<file path="src/rtl/ex_stage.sv">
// RV32 execute stage: ALU, zero flag, BEQ resolution and a single-entry EX/MEM output register.
// Optional operand forwarding is enabled by defining EX_FORWARD_EN.
module ex_stage #(
    parameter int unsigned XLEN = 32
) (
    input  logic            clk,
    input  logic            rst_n,
    input  logic            in_valid,
    output logic            in_ready,
    input  logic [1:0]      alu_signal,
    input  logic [XLEN-1:0] rs1_val,
    input  logic [XLEN-1:0] rs2_val,
    input  logic [XLEN-1:0] imm,
    input  logic            alu_src,
    input  logic [XLEN-1:0] pc,
    input  logic [4:0]      rd,
    input  logic            reg_write,
    input  logic            mem_read,
    input  logic            mem_write,
    input  logic            branch,
    input  logic            flush,
`ifdef EX_FORWARD_EN
    input  logic [1:0]      fwd_a_sel,
    input  logic [1:0]      fwd_b_sel,
    input  logic [XLEN-1:0] wb_data,
`endif
    input  logic            out_ready,
    output logic            out_valid,
    output logic [XLEN-1:0] alu_result,
    output logic [XLEN-1:0] store_data,
    output logic [XLEN-1:0] branch_target,
    output logic            zero,
    output logic            branch_taken,
    output logic            reg_write_q,
    output logic            mem_read_q,
    output logic            mem_write_q,
    output logic [4:0]      rd_q
);

    typedef enum logic {EMPTY, FULL} state_t;

    state_t          state_q, state_d;
    logic [XLEN-1:0] op_a, rs2_path, op_b, result;
    logic            result_zero, accept;

`ifdef EX_FORWARD_EN
    // 01 selects this stage's own registered result (EX/MEM forwarding)
    always_comb begin
        op_a = rs1_val;
        case (fwd_a_sel)
            2'b01:   op_a = alu_result;
            2'b10:   op_a = wb_data;
            default: op_a = rs1_val;
        endcase
        rs2_path = rs2_val;
        case (fwd_b_sel)
            2'b01:   rs2_path = alu_result;
            2'b10:   rs2_path = wb_data;
            default: rs2_path = rs2_val;
        endcase
    end
`else
    assign op_a     = rs1_val;
    assign rs2_path = rs2_val;
`endif

    assign op_b = alu_src ? imm : rs2_path;

    always_comb begin
        result = '0;
        case (alu_signal)
            2'b00: result = op_a + op_b;
            2'b01: result = op_a - op_b;
            2'b10: result = op_a | op_b;
            2'b11: result = op_a & op_b;
        endcase
    end

    assign result_zero = (result == '0);
    assign out_valid   = (state_q == FULL);
    assign in_ready    = !out_valid || out_ready;
    assign accept      = in_valid && in_ready && !flush;

    always_comb begin
        state_d = state_q;
        if (flush)
            state_d = EMPTY;
        else if (accept)
            state_d = FULL;
        else if (state_q == FULL && out_ready)
            state_d = EMPTY;
    end

    always_ff @(posedge clk or negedge rst_n) begin
        if (!rst_n)
            state_q <= EMPTY;
        else
            state_q <= state_d;
    end

    // Flush only clears the side-effecting flags; data fields keep stale values.
    always_ff @(posedge clk or negedge rst_n) begin
        if (!rst_n) begin
            alu_result    <= '0;
            store_data    <= '0;
            branch_target <= '0;
            zero          <= 1'b0;
            branch_taken  <= 1'b0;
            reg_write_q   <= 1'b0;
            mem_read_q    <= 1'b0;
            mem_write_q   <= 1'b0;
            rd_q          <= '0;
        end else if (accept) begin
            alu_result    <= result;
            store_data    <= rs2_path;
            branch_target <= pc + imm;
            zero          <= result_zero;
            branch_taken  <= branch && result_zero;
            reg_write_q   <= reg_write;
            mem_read_q    <= mem_read;
            mem_write_q   <= mem_write;
            rd_q          <= rd;
        end else if (flush) begin
            branch_taken  <= 1'b0;
            reg_write_q   <= 1'b0;
            mem_read_q    <= 1'b0;
            mem_write_q   <= 1'b0;
        end
    end

endmodule

</file>
<file path="config.mk">
export PLATFORM = sky130hd
export DESIGN_NAME = ex_stage
export DESIGN_NICKNAME = d
export VERILOG_FILES = /design/src/rtl/ex_stage.sv
export SDC_FILE = /design/constraint.sdc
export NUM_CORES = 1
export LEC_CHECK = 0
export CAP_MARGIN = 20
export CORE_MARGIN = 5
export CORE_UTILIZATION = 40
export DETAILED_ROUTE_END_ITERATION = 6
export PLACE_DENSITY = 0.77
export SYNTH_ARGS = -nofsm -noshare
export SYNTH_HDL_FRONTEND = slang
export SYNTH_SLANG_ARGS = --single-unit
export TNS_END_PERCENT = 30
</file>
<file path="constraint.sdc">
create_clock -name clk -period 6.75 [get_ports clk]
set_input_delay 1.6875 -clock clk [delete_from_list [all_inputs] [get_ports clk]]
set_output_delay 1.6875 -clock clk [all_outputs]
set_load 0.03 [all_outputs]
</file>
==> results of run 1 <==
-- final cells by class --
type | instances | area, um^2
Inverter | 38 | 143
Tap cell | 319 | 399
Antenna cell | 2 | 5.00
Sequential cell | 107 | 2680
Fill cell | 2244 | 10800
Clock inverter | 7 | 56.3
Timing Repair Buffer | 268 | 2630
Clock buffer | 9 | 225
Multi-Input combinational cell | 1021 | 6450
-- registers in the layout (all words and copies together) (netlist names) --
name / flops
rd_q: 5
mem_write_q: 1
out_valid: 1
zero: 1
mem_read_q: 1
alu_result: 32
branch_taken: 1
branch_target: 32
store_data: 32
reg_write_q: 1
-- cells in the mapped netlist, types with 4 or more instances --
| master | number | area share, % |
|---|---|---|
| o211ai_1 | 9 | 0.71 |
| nor4_1 | 11 | 0.73 |
| ha_1 | 65 | 8.6 |
| nor2b_1 | 11 | 0.73 |
| nand3b_1 | 6 | 0.48 |
| nand2_1 | 244 | 9.7 |
| a221oi_1 | 4 | 0.37 |
| dfrtp_1 | 107 | 28 |
| o21a_1 | 9 | 0.71 |
| mux2_2 | 21 | 2.5 |
| nor3_1 | 35 | 1.9 |
| nand4_1 | 7 | 0.46 |
| nand2b_1 | 7 | 0.46 |
| and2_1 | 7 | 0.46 |
| o21ai_0 | 80 | 4.2 |
| a2111oi_0 | 4 | 0.37 |
| buf_2 | 4 | 0.21 |
| buf_1 | 6 | 0.24 |
| and3_1 | 14 | 0.93 |
| or3_1 | 7 | 0.46 |
| mux2i_1 | 20 | 2.1 |
| clkbuf_1 | 39 | 1.5 |
| and4_1 | 4 | 0.37 |
| a21o_1 | 28 | 2.2 |
| nor3b_1 | 4 | 0.32 |
| a211oi_1 | 11 | 0.87 |
| xnor2_1 | 30 | 2.8 |
| xor2_1 | 39 | 3.6 |
| nand3_1 | 27 | 1.4 |
| o21bai_1 | 8 | 0.63 |
| o31ai_1 | 13 | 1.0 |
| o21ai_1 | 18 | 0.95 |
| nor2_1 | 96 | 3.8 |
| a21oi_1 | 82 | 4.3 |
| a31oi_1 | 15 | 0.99 |
| inv_1 | 36 | 1.4 |
| maj3_1 | 19 | 2.0 |
-- how the worst min path moves through the flow --
stage | cells after the start | to | start | slack [ns]
after floorplan | 2 | alu_result[7] | alu_result[7] | 0.65
after CTS | 2 | store_data[10] | store_data[10] | 0.48
final | 2 | store_data[10] | store_data[10] | 0.47
after global placement | 2 | alu_result[7] | alu_result[7] | 0.45
after detailed placement | 2 | store_data[8] | store_data[8] | 0.46
after global routing | 2 | rd_q[1] | rd_q[1] | 0.50
-- cells by family (layout without fill, tap and decap cells) --
group           after synthesis  after routing  share of synthesized area (%)
buf+inv                      90            322                           3.78
other cells                   0              2                              0
flops                       107            107                           28.3
mux                          42             42                           4.73
xor+xnor                     69             69                           6.38
compound gates              330            330                           22.5
fa+ha+maj                    86             86                           11.0
simple gates                494            494                           23.3
-- routing by layer --
layer  GRT usage [%]  share of wire, %
met1            32.4                44
met2            37.5                46
met3            2.58               6.3
met4            8.84               3.3
met5               0                 0
-- worst min-delay path, stage by stage (launching register included) --
cell and delay, ns:
dfrtp_1 0.34, nand2_1 0.05, nand2_1 0.05
-- repair_timing --
| item | CTS | global route |
|---|---|---|
| endpoints found under the setup margin | 0 | 3 |
| gates resized for setup | 0 | 1 |
| hold buffers | 0 | 0 |
-- stage by stage --
step | cells | hold WS (ns)
finish | 1771 | 0.473
global route | 1771 | 0.504
CTS | 1769 | 0.481
detailed placement | 1753 | 0.462
global placement | 1753 | 0.452
floorplan | 1218 | 0.646
-- power by group through the flow --
stage / combinational (mW) / clock [mW] / sequential (mW)
detailed placement: 1.43 / 0 / 0.844
CTS: 1.44 / 0.556 / 0.832
floorplan: 0.622 / 0 / 1.09
finish: 1.44 / 0.537 / 0.830
global placement: 1.42 / 0 / 0.838
global route: 1.56 / 0.575 / 0.850
==> run summary, run 1 <==
outcome: completed
crit path from: imm[1]
# DRC: 0
vias in the first global route: 9362
first-pass GRT wire length: 50.1 mm
CP delay by family, top: simple AND/OR/NAND/NOR gates
Critical Path Slowest Stage Cell: clkdlybuf4s50_1
row count: 56
worst reg2reg path depth: 10
TritonCTS Buffers: 9
most frequent cells in the layout: 249 x clkdlybuf4s50_1, 244 x nand2_1, 107 x dfrtp_1
Place WS: 0.0948 ns
Crit. End Element: flop
largest net degree at the start of global routing: 88
PnR Total Power: 2.81 mW
fin. max-slew vios: 0
CORE AREA: 23400 um^2
CTS H-tree depth: 3
Rel. slew slack: 45.1%
Switching Power: 1.19 mW
CP Launch Type: input port
NumNets Final: 1657
Top FF cell, synth: dfrtp_1
clk root buf: clkbuf_16
Crit Reg-Reg Endpoint: branch_taken
routed length per placed instance: 18.2 um
WS Path Type: input port to flop
Post-Syn Area: 9470 um^2
sequential area share after synthesis: 28.3%
setup slack, reg-to-reg: 3.64 ns
clock power share: 19.1%
YS warnings: 0
final core occ: 53.8%
number of antenna-violating nets in the routed design: 0
Worst path max stage delay: 0.48 ns
Static Leak: 5.50 nW
worst skew pair latency: 0.36 ns
DRT Pass-1 Iters: 5
share of layout cells above drive strength 1: 5.10%
PwrDens: 223 nW/um^2
GRT Total Usage: 23.3%
Worst EP required: 7.00 ns
Max Buffers Root-to-Sink: 2
stages on the worst setup path: 20
Buf/Inv on CP: 1
final wirelength: 32.2 mm
EDFF count, synth: 0
clk_skew: 0.0154 ns
Final period util: 92.1%
Worst Tran Pin Value: 0.823 ns
final hold vios: 0
Worst Path Max Fanout: 5
via density per instance: 5.52
Post-CTS Setup Inserts: 0
max-cap violations: 0
Starting DRT DRC Count: 914
initial antenna violation count: 2
worst hold path class: flop to flop
Sw Share: 42.3%
combinational power share: 51.3%
Final Instance Area: 12600 um^2
TritonCTS clock tree: built
Critical Path Sink: alu_result[31]
Die H: 164 um
Die Area: 26800 um^2
GPL Wtd Cong: 0.965
final critical-path required period: 6.22 ns
GR Overflow Total: 0
asr flop ratio synth: 100%
unrepaired setup endpoints after global routing: false
P&R area growth vs syn: 32.9%
Die X: 164 um
average size of a mapped cell: 7.77 um^2
Max Fclk: 0.161 GHz
Final WS setup: 0.533 ns
Crit Reg-Reg Startpoint: out_valid
most common cell after layout, fill and taps aside: clkdlybuf4s50_1
Mapped Nets: 1430
Clock transition at path regs: 0.08 ns
Yosys reg bits: 107
Post-DP Area: 12300 um^2
via count: 9773
CP Cell Sequence: clkdlybuf4s50_1 > mux2i_1 > ha_1 > o21ai_1 > or2_1 > nor3_2 > and3_1 > nor2_1 > xnor2_1 > ha_1 > a21oi_1 > o211ai_1 > a21o_1 > or3_1 > o2111ai_1 > and2_1 > xor2_1 > a21oi_1 > o21ai_1 > mux2_2
# clock sinks: 107
DP Wirelength: 25.7 mm
VDD IR max: 0.120 mV
cells after synthesis: 1218
Ports: 253
port bufs: 252
synth unique cells: 79
endpoint arrival time on the critical path: 6.47 ns
internal power: 1.62 mW
Starting Density: 40.5%
Seq pwr share: 29.6%
Sum Neg Setup Slack: 0 ns
Setup-failing EPs final: 0
Note: power is estimated with default switching activity, not from simulation.
==> run 2, diff against run 1 <==
- CORE_UTILIZATION: 40 -> 54
- PLACE_DENSITY: 0.77 -> 0.95
==> run 2 against run 1 <==
Compared with the run above: non-clock buffer count grew 1; highest routed layer unchanged; power grew 3.1%; via count grew 3.5%; hold slack lost 0.0028 ns; largest cell class unchanged; first-iteration DRC count grew 11%; critical endpoint unchanged.
==> run summary, run 2 (same netlist as run 1, synthesis figures left out) <==
port bufs: 252
Worst Tran Pin Value: 1.02 ns
WS Path Type: input port to flop
Place WS: 0.000529 ns
final critical-path required period: 6.41 ns
CORE AREA: 17200 um^2
TritonCTS clock tree: built
DP Wirelength: 25.3 mm
PwrDens: 231 nW/um^2
Starting Density: 54.9%
GRT Total Usage: 30.9%
Static Leak: 5.52 nW
TritonCTS Buffers: 9
Die Area: 20300 um^2
GPL Wtd Cong: 0.998
CTS H-tree depth: 3
share of layout cells above drive strength 1: 5.24%
Max Fclk: 0.156 GHz
Crit. End Element: flop
clk root buf: clkbuf_16
fin. max-slew vios: 0
clk_skew: 0.0112 ns
most common cell after layout, fill and taps aside: clkdlybuf4s50_1
final wirelength: 32.1 mm
top flop regs: alu_result (32), branch_target (32), store_data (32)
VDD IR max: 0.149 mV
worst hold path class: flop to flop
Finished Layout Cells: 1676
initial antenna violation count: 0
Worst EP required: 7.00 ns
most frequent cells in the layout: 249 x clkdlybuf4s50_1, 244 x nand2_1, 107 x dfrtp_1
Final WS setup: 0.336 ns
outcome: completed
first-pass GRT wire length: 50.3 mm
endpoint arrival time on the critical path: 6.67 ns
final hold vios: 0
max-cap violations: 0
vias in the first global route: 9756
# clock sinks: 107
unrepaired setup endpoints after global routing: false
Clock transition at path regs: 0.08 ns
# DRC: 0
via count: 10.1k
routed length per placed instance: 19.2 um
Starting DRT DRC Count: 1011
PnR Total Power: 2.89 mW
NumNets Final: 1658
via density per instance: 6.04
Setup-failing EPs final: 0
row count: 48
CP Launch Type: input port
P&R area growth vs syn: 32.3%
Inst Count DP: 1660
worst skew pair latency: 0.36 ns
ant diodes: 0
Worst Path Max Fanout: 6
largest net degree at the start of global routing: 108
Post-CTS Setup Inserts: 0
Max Buffers Root-to-Sink: 2
DRT Pass-1 Iters: 5
Sum Neg Setup Slack: 0 ns
number of antenna-violating nets in the routed design: 0
Die H: 142 um
Final period util: 95.0%
Rel. slew slack: 32.1%
GR Overflow Total: 0
Ports: 253
Die X: 142 um
run 2: layout make-up:
| class | count | area (um^2) |
|---|---|---|
| multi-input cells | 1021 | 6450 |
| inverters | 38 | 143 |
| clock inverters | 7 | 106 |
| repair buffers | 269 | 2640 |
| flip-flops and latches | 107 | 2680 |
| well taps | 225 | 282 |
| fillers | 1305 | 4710 |
| clock buffers | 9 | 225 |
run 2: final timing paths:
path / startpoint / endpoint / slack, ns / cells past startpoint
worst max-delay path: imm[1] / alu_result[31] / 0.34 / 21
worst max register to register: out_valid / branch_taken / 3.68 / 10
worst min-delay path: alu_result[7] / alu_result[7] / 0.47 / 2
min in group asynchronous: rst_n / alu_result[7] / 1.27 / 1
max in group asynchronous: rst_n / branch_target[20] / 4.18 / 2
worst min register to register: alu_result[7] / alu_result[7] / 0.47 / 2
run 2: power by group:
group	switching (mW)	total (mW)	internal (mW)
logic	0.857	1.46	0.601
clock network	0.272	0.605	0.333
registers	0.0680	0.832	0.764
total	1.20	2.89	1.70
run 2: worst max-delay path, stage by stage:
cell and delay, ns:
clkdlybuf4s50_1 0.44, mux2i_1 0.28, ha_1 0.24, o21ai_1 0.08, or2_1 0.28, nor3_2 0.30, and3_1 0.31, and3_1 0.23
nor2_1 0.06, xnor2_1 0.13, ha_1 0.40, nand2_1 0.07, o21ai_0 0.53, nor3b_1 0.10, nor2_1 0.16, o2111ai_1 0.18
and2_1 0.22, o211a_1 0.15, a211oi_1 0.35, o21ai_1 0.17, mux2_2 0.29
run 2: per-stage QoR:
| step | hold WS (ns) | area, um^2 | utilization (%) |
|---|---|---|---|
| 4_1_cts | 0.475 | 12500 | 72.6 |
| 2_1_floorplan | 0.646 | 9470 | - |
| 5_1_grt | 0.494 | 12500 | 72.7 |
| 3_5_place_dp | 0.456 | 12200 | 70.7 |
| 6_report | 0.471 | 12500 | 72.7 |
| 3_3_place_gp | 0.451 | 12200 | 70.7 |
run 2: routing by layer:
metal	up-vias	wire, um	GRT usage (%)
met5	-	0	0
li1	4822	-	-
met2	503	14600	48.6
met3	79	2690	4.40
met1	4712	13600	42.9
met4	0	1160	12.6
run 2: timing repair:
item,CTS,global route
hold buffers,0,0
resized for setup,0,2
setup endpoints to repair,0,3
==> run 3, diff against run 2 <==
- ABC_AREA: not set -> 1
- CORE_UTILIZATION: 54 -> 55
- PLACE_DENSITY: 0.95 -> 0.88
==> run 3 against run 2 <==
Compared with the run above: the flow now finishes with violations (design-rule violations); critical path depth grew 4; clock skew shrank 0.0028 ns; fmax is 15% higher; critical path type unchanged; largest power group unchanged; highest routed layer unchanged.
==> run summary, run 3 <==
Place WS: 0.866 ns
endpoint arrival time on the critical path: 5.89 ns
CTS H-tree depth: 3
TritonCTS clock tree: built
Post-Syn Area: 10100 um^2
most common cell after layout, fill and taps aside: nand2_1
final critical-path required period: 5.59 ns
GRT Total Usage: 34.3%
vias in the first global route: 11.4k
combinational power share: 51.6%
TritonCTS Buffers: 9
Die H: 145 um
clk root buf: clkbuf_16
worst skew pair latency: 0.37 ns
average size of a mapped cell: 6.24 um^2
Seq pwr share: 28.9%
cells after synthesis: 1615
most frequent cell after synthesis: nand2_1
Post-DP Area: 12800 um^2
Worst EP required: 7.05 ns
first-pass GRT wire length: 58.9 mm
clk_skew: 0.00840 ns
PnR Total Power: 2.85 mW
Ports: 253
top cell type's share of synthesized area: 26.6%
Hold EP: store_data[10]
Worst Tran Pin Value: 0.962 ns
port bufs: 252
share of layout cells above drive strength 1: 4.26%
setup slack, reg-to-reg: 4.33 ns
final wirelength: 37.5 mm
Crit Reg-Reg Startpoint: out_valid
Static Leak: 6.66 nW
Switching Power: 1.27 mW
max-cap violations: 0
# clock sinks: 107
failing checks: design-rule violations
CP Launch Type: input port
NumNets Final: 2060
Inst Count DP: 2066
via count: 11.7k
synth unique cells: 47
P&R area growth vs syn: 29.7%
post-CTS sizing: 0
Setup-failing EPs final: 0
most frequent cells in the layout: 599 x nand2_1, 250 x clkdlybuf4s50_1, 198 x inv_1
Hold Path Origin: store_data[10]
PwrDens: 218 nW/um^2
top cells by count, synth: 599 x nand2_1, 198 x inv_1, 124 x o21ai_0
Clock transition at path regs: 0.08 ns
Sw Share: 44.6%
top flop regs: alu_result (32), branch_target (32), store_data (32)
Worst Path Max Fanout: 32
final core occ: 72.5%
DRT Pass-1 Iters: 7
GR Overflow Total: 0
Top FF cell, synth: dfrtp_1
Mapped Nets: 1827
unrepaired setup endpoints after global routing: false
largest net degree at the start of global routing: 95
EDFF count, synth: 0
Die Area: 21100 um^2
Synth area leader: dfrtp_1
internal power: 1.58 mW
Starting Density: 55.9%
outcome: finished with violations
Hold Crit Depth: 2
worst hold path class: flop to flop
Starting DRT DRC Count: 977
Crit. End Element: flop
clock power share: 19.5%
Hold Buf Count CTS: 0
sequential area share after synthesis: 26.6%
YS warnings: 0
hold slack: 0.477 ns
Sum Neg Setup Slack: 0 ns
WS Path Type: input port to flop
row count: 49
Final period util: 82.8%
final hold vios: 0
Post-CTS Setup Inserts: 0
fin. max-slew vios: 0
number of antenna-violating nets in the routed design: 0
Die X: 145 um
GPL Wtd Cong: 1.06
routed length per placed instance: 18.0 um
Finished Layout Cells: 2083
Final Instance Area: 13100 um^2
DP Wirelength: 30.2 mm
Max Buffers Root-to-Sink: 2
Crit Reg-Reg Endpoint: branch_taken
Final WS setup: 1.16 ns
asr flop ratio synth: 100%
CORE AREA: 18000 um^2
# DRC: 4
worst reg2reg path depth: 13
VDD IR max: 0.175 mV
Max Fclk: 0.179 GHz
initial antenna violation count: 1
via density per instance: 5.64
synth top area cells: dfrtp_1 27%, nand2_1 22%, ha_1 8.1%
Yosys reg bits: 107
Rel. slew slack: 35.9%
## run 3: cell count changes after synthesis, moves of 17 or more
cell / before / now
a21o_1: 28 / 6
inv_1: 36 / 198
maj3_1: 19 / 0
mux2_2: 21 / 0
mux2i_1: 20 / 0
nand2_1: 244 / 599
nand3_1: 27 / 90
nand4_1: 7 / 24
nor2_1: 96 / 123
nor3_1: 35 / 13
o21ai_0: 80 / 124
## run 3: power by group through the flow
stage / clock network [mW] / logic [mW] / registers [mW]
after floorplan: 0 / 0.637 / 1.07
after global placement: 0 / 1.43 / 0.829
after detailed placement: 0 / 1.45 / 0.835
after CTS: 0.562 / 1.46 / 0.824
after global routing: 0.586 / 1.59 / 0.838
final: 0.557 / 1.47 / 0.826
## run 3: layout make-up
cell class                 instances  area (um^2)
multi-input combinational       1266         6450
clock buffer                       9          225
tap                              229          287
inverter                         202          761
fill                            1573         4950
sequential                       107         2680
timing repair buffer             262         2590
antenna                            1         2.50
clock inverter                     7         78.8
## run 3: critical path: stages
cell and delay [ns]:
buf_2 0.45, buf_4 0.48, nand2_1 0.09, o21ai_1 0.19
nand2_1 0.12, nor2_1 0.15, nand2_1 0.08, o21ai_0 0.37
nand2_1 0.13, xor2_1 0.20, ha_1 0.38, nand2_1 0.12
nor2_1 0.23, nand2_1 0.13, nor3_1 0.15, nand2_1 0.14
nand3_1 0.09, nand2_1 0.05, nand3_1 0.06, nand2_1 0.09
nor2_1 0.12, nand4_1 0.09, nor2_1 0.13, nand3_1 0.08
nand2_1 0.07
## run 3: worst max path at each step
stage / start / to / depth (start not counted)
2_1_floorplan: alu_src / branch_taken / 30
3_3_place_gp: alu_src / branch_taken / 25
3_5_place_dp: imm[1] / branch_taken / 30
4_1_cts: imm[1] / branch_taken / 30
5_1_grt: alu_src / branch_taken / 25
6_report: alu_src / branch_taken / 25
## run 3: metal layers
layer  vias to the layer above  GRT usage [%]  wire (um)
li1                       5650              -          -
met1                      5338           43.1      15000
met2                       628           57.3      17500
met3                       127           6.20       3200
met4                         0           15.8       1810
met5                         -              0          0
## run 3: kinds of logic after synthesis
family | share of synthesized area, %
xor gates and xnor gates | 4.43
DFF | 26.6
and+or+nand+nor | 36.3
buffers and inverters | 9.51
AOI/OAI and AO/OA | 14.7
adders and majority gates | 8.46
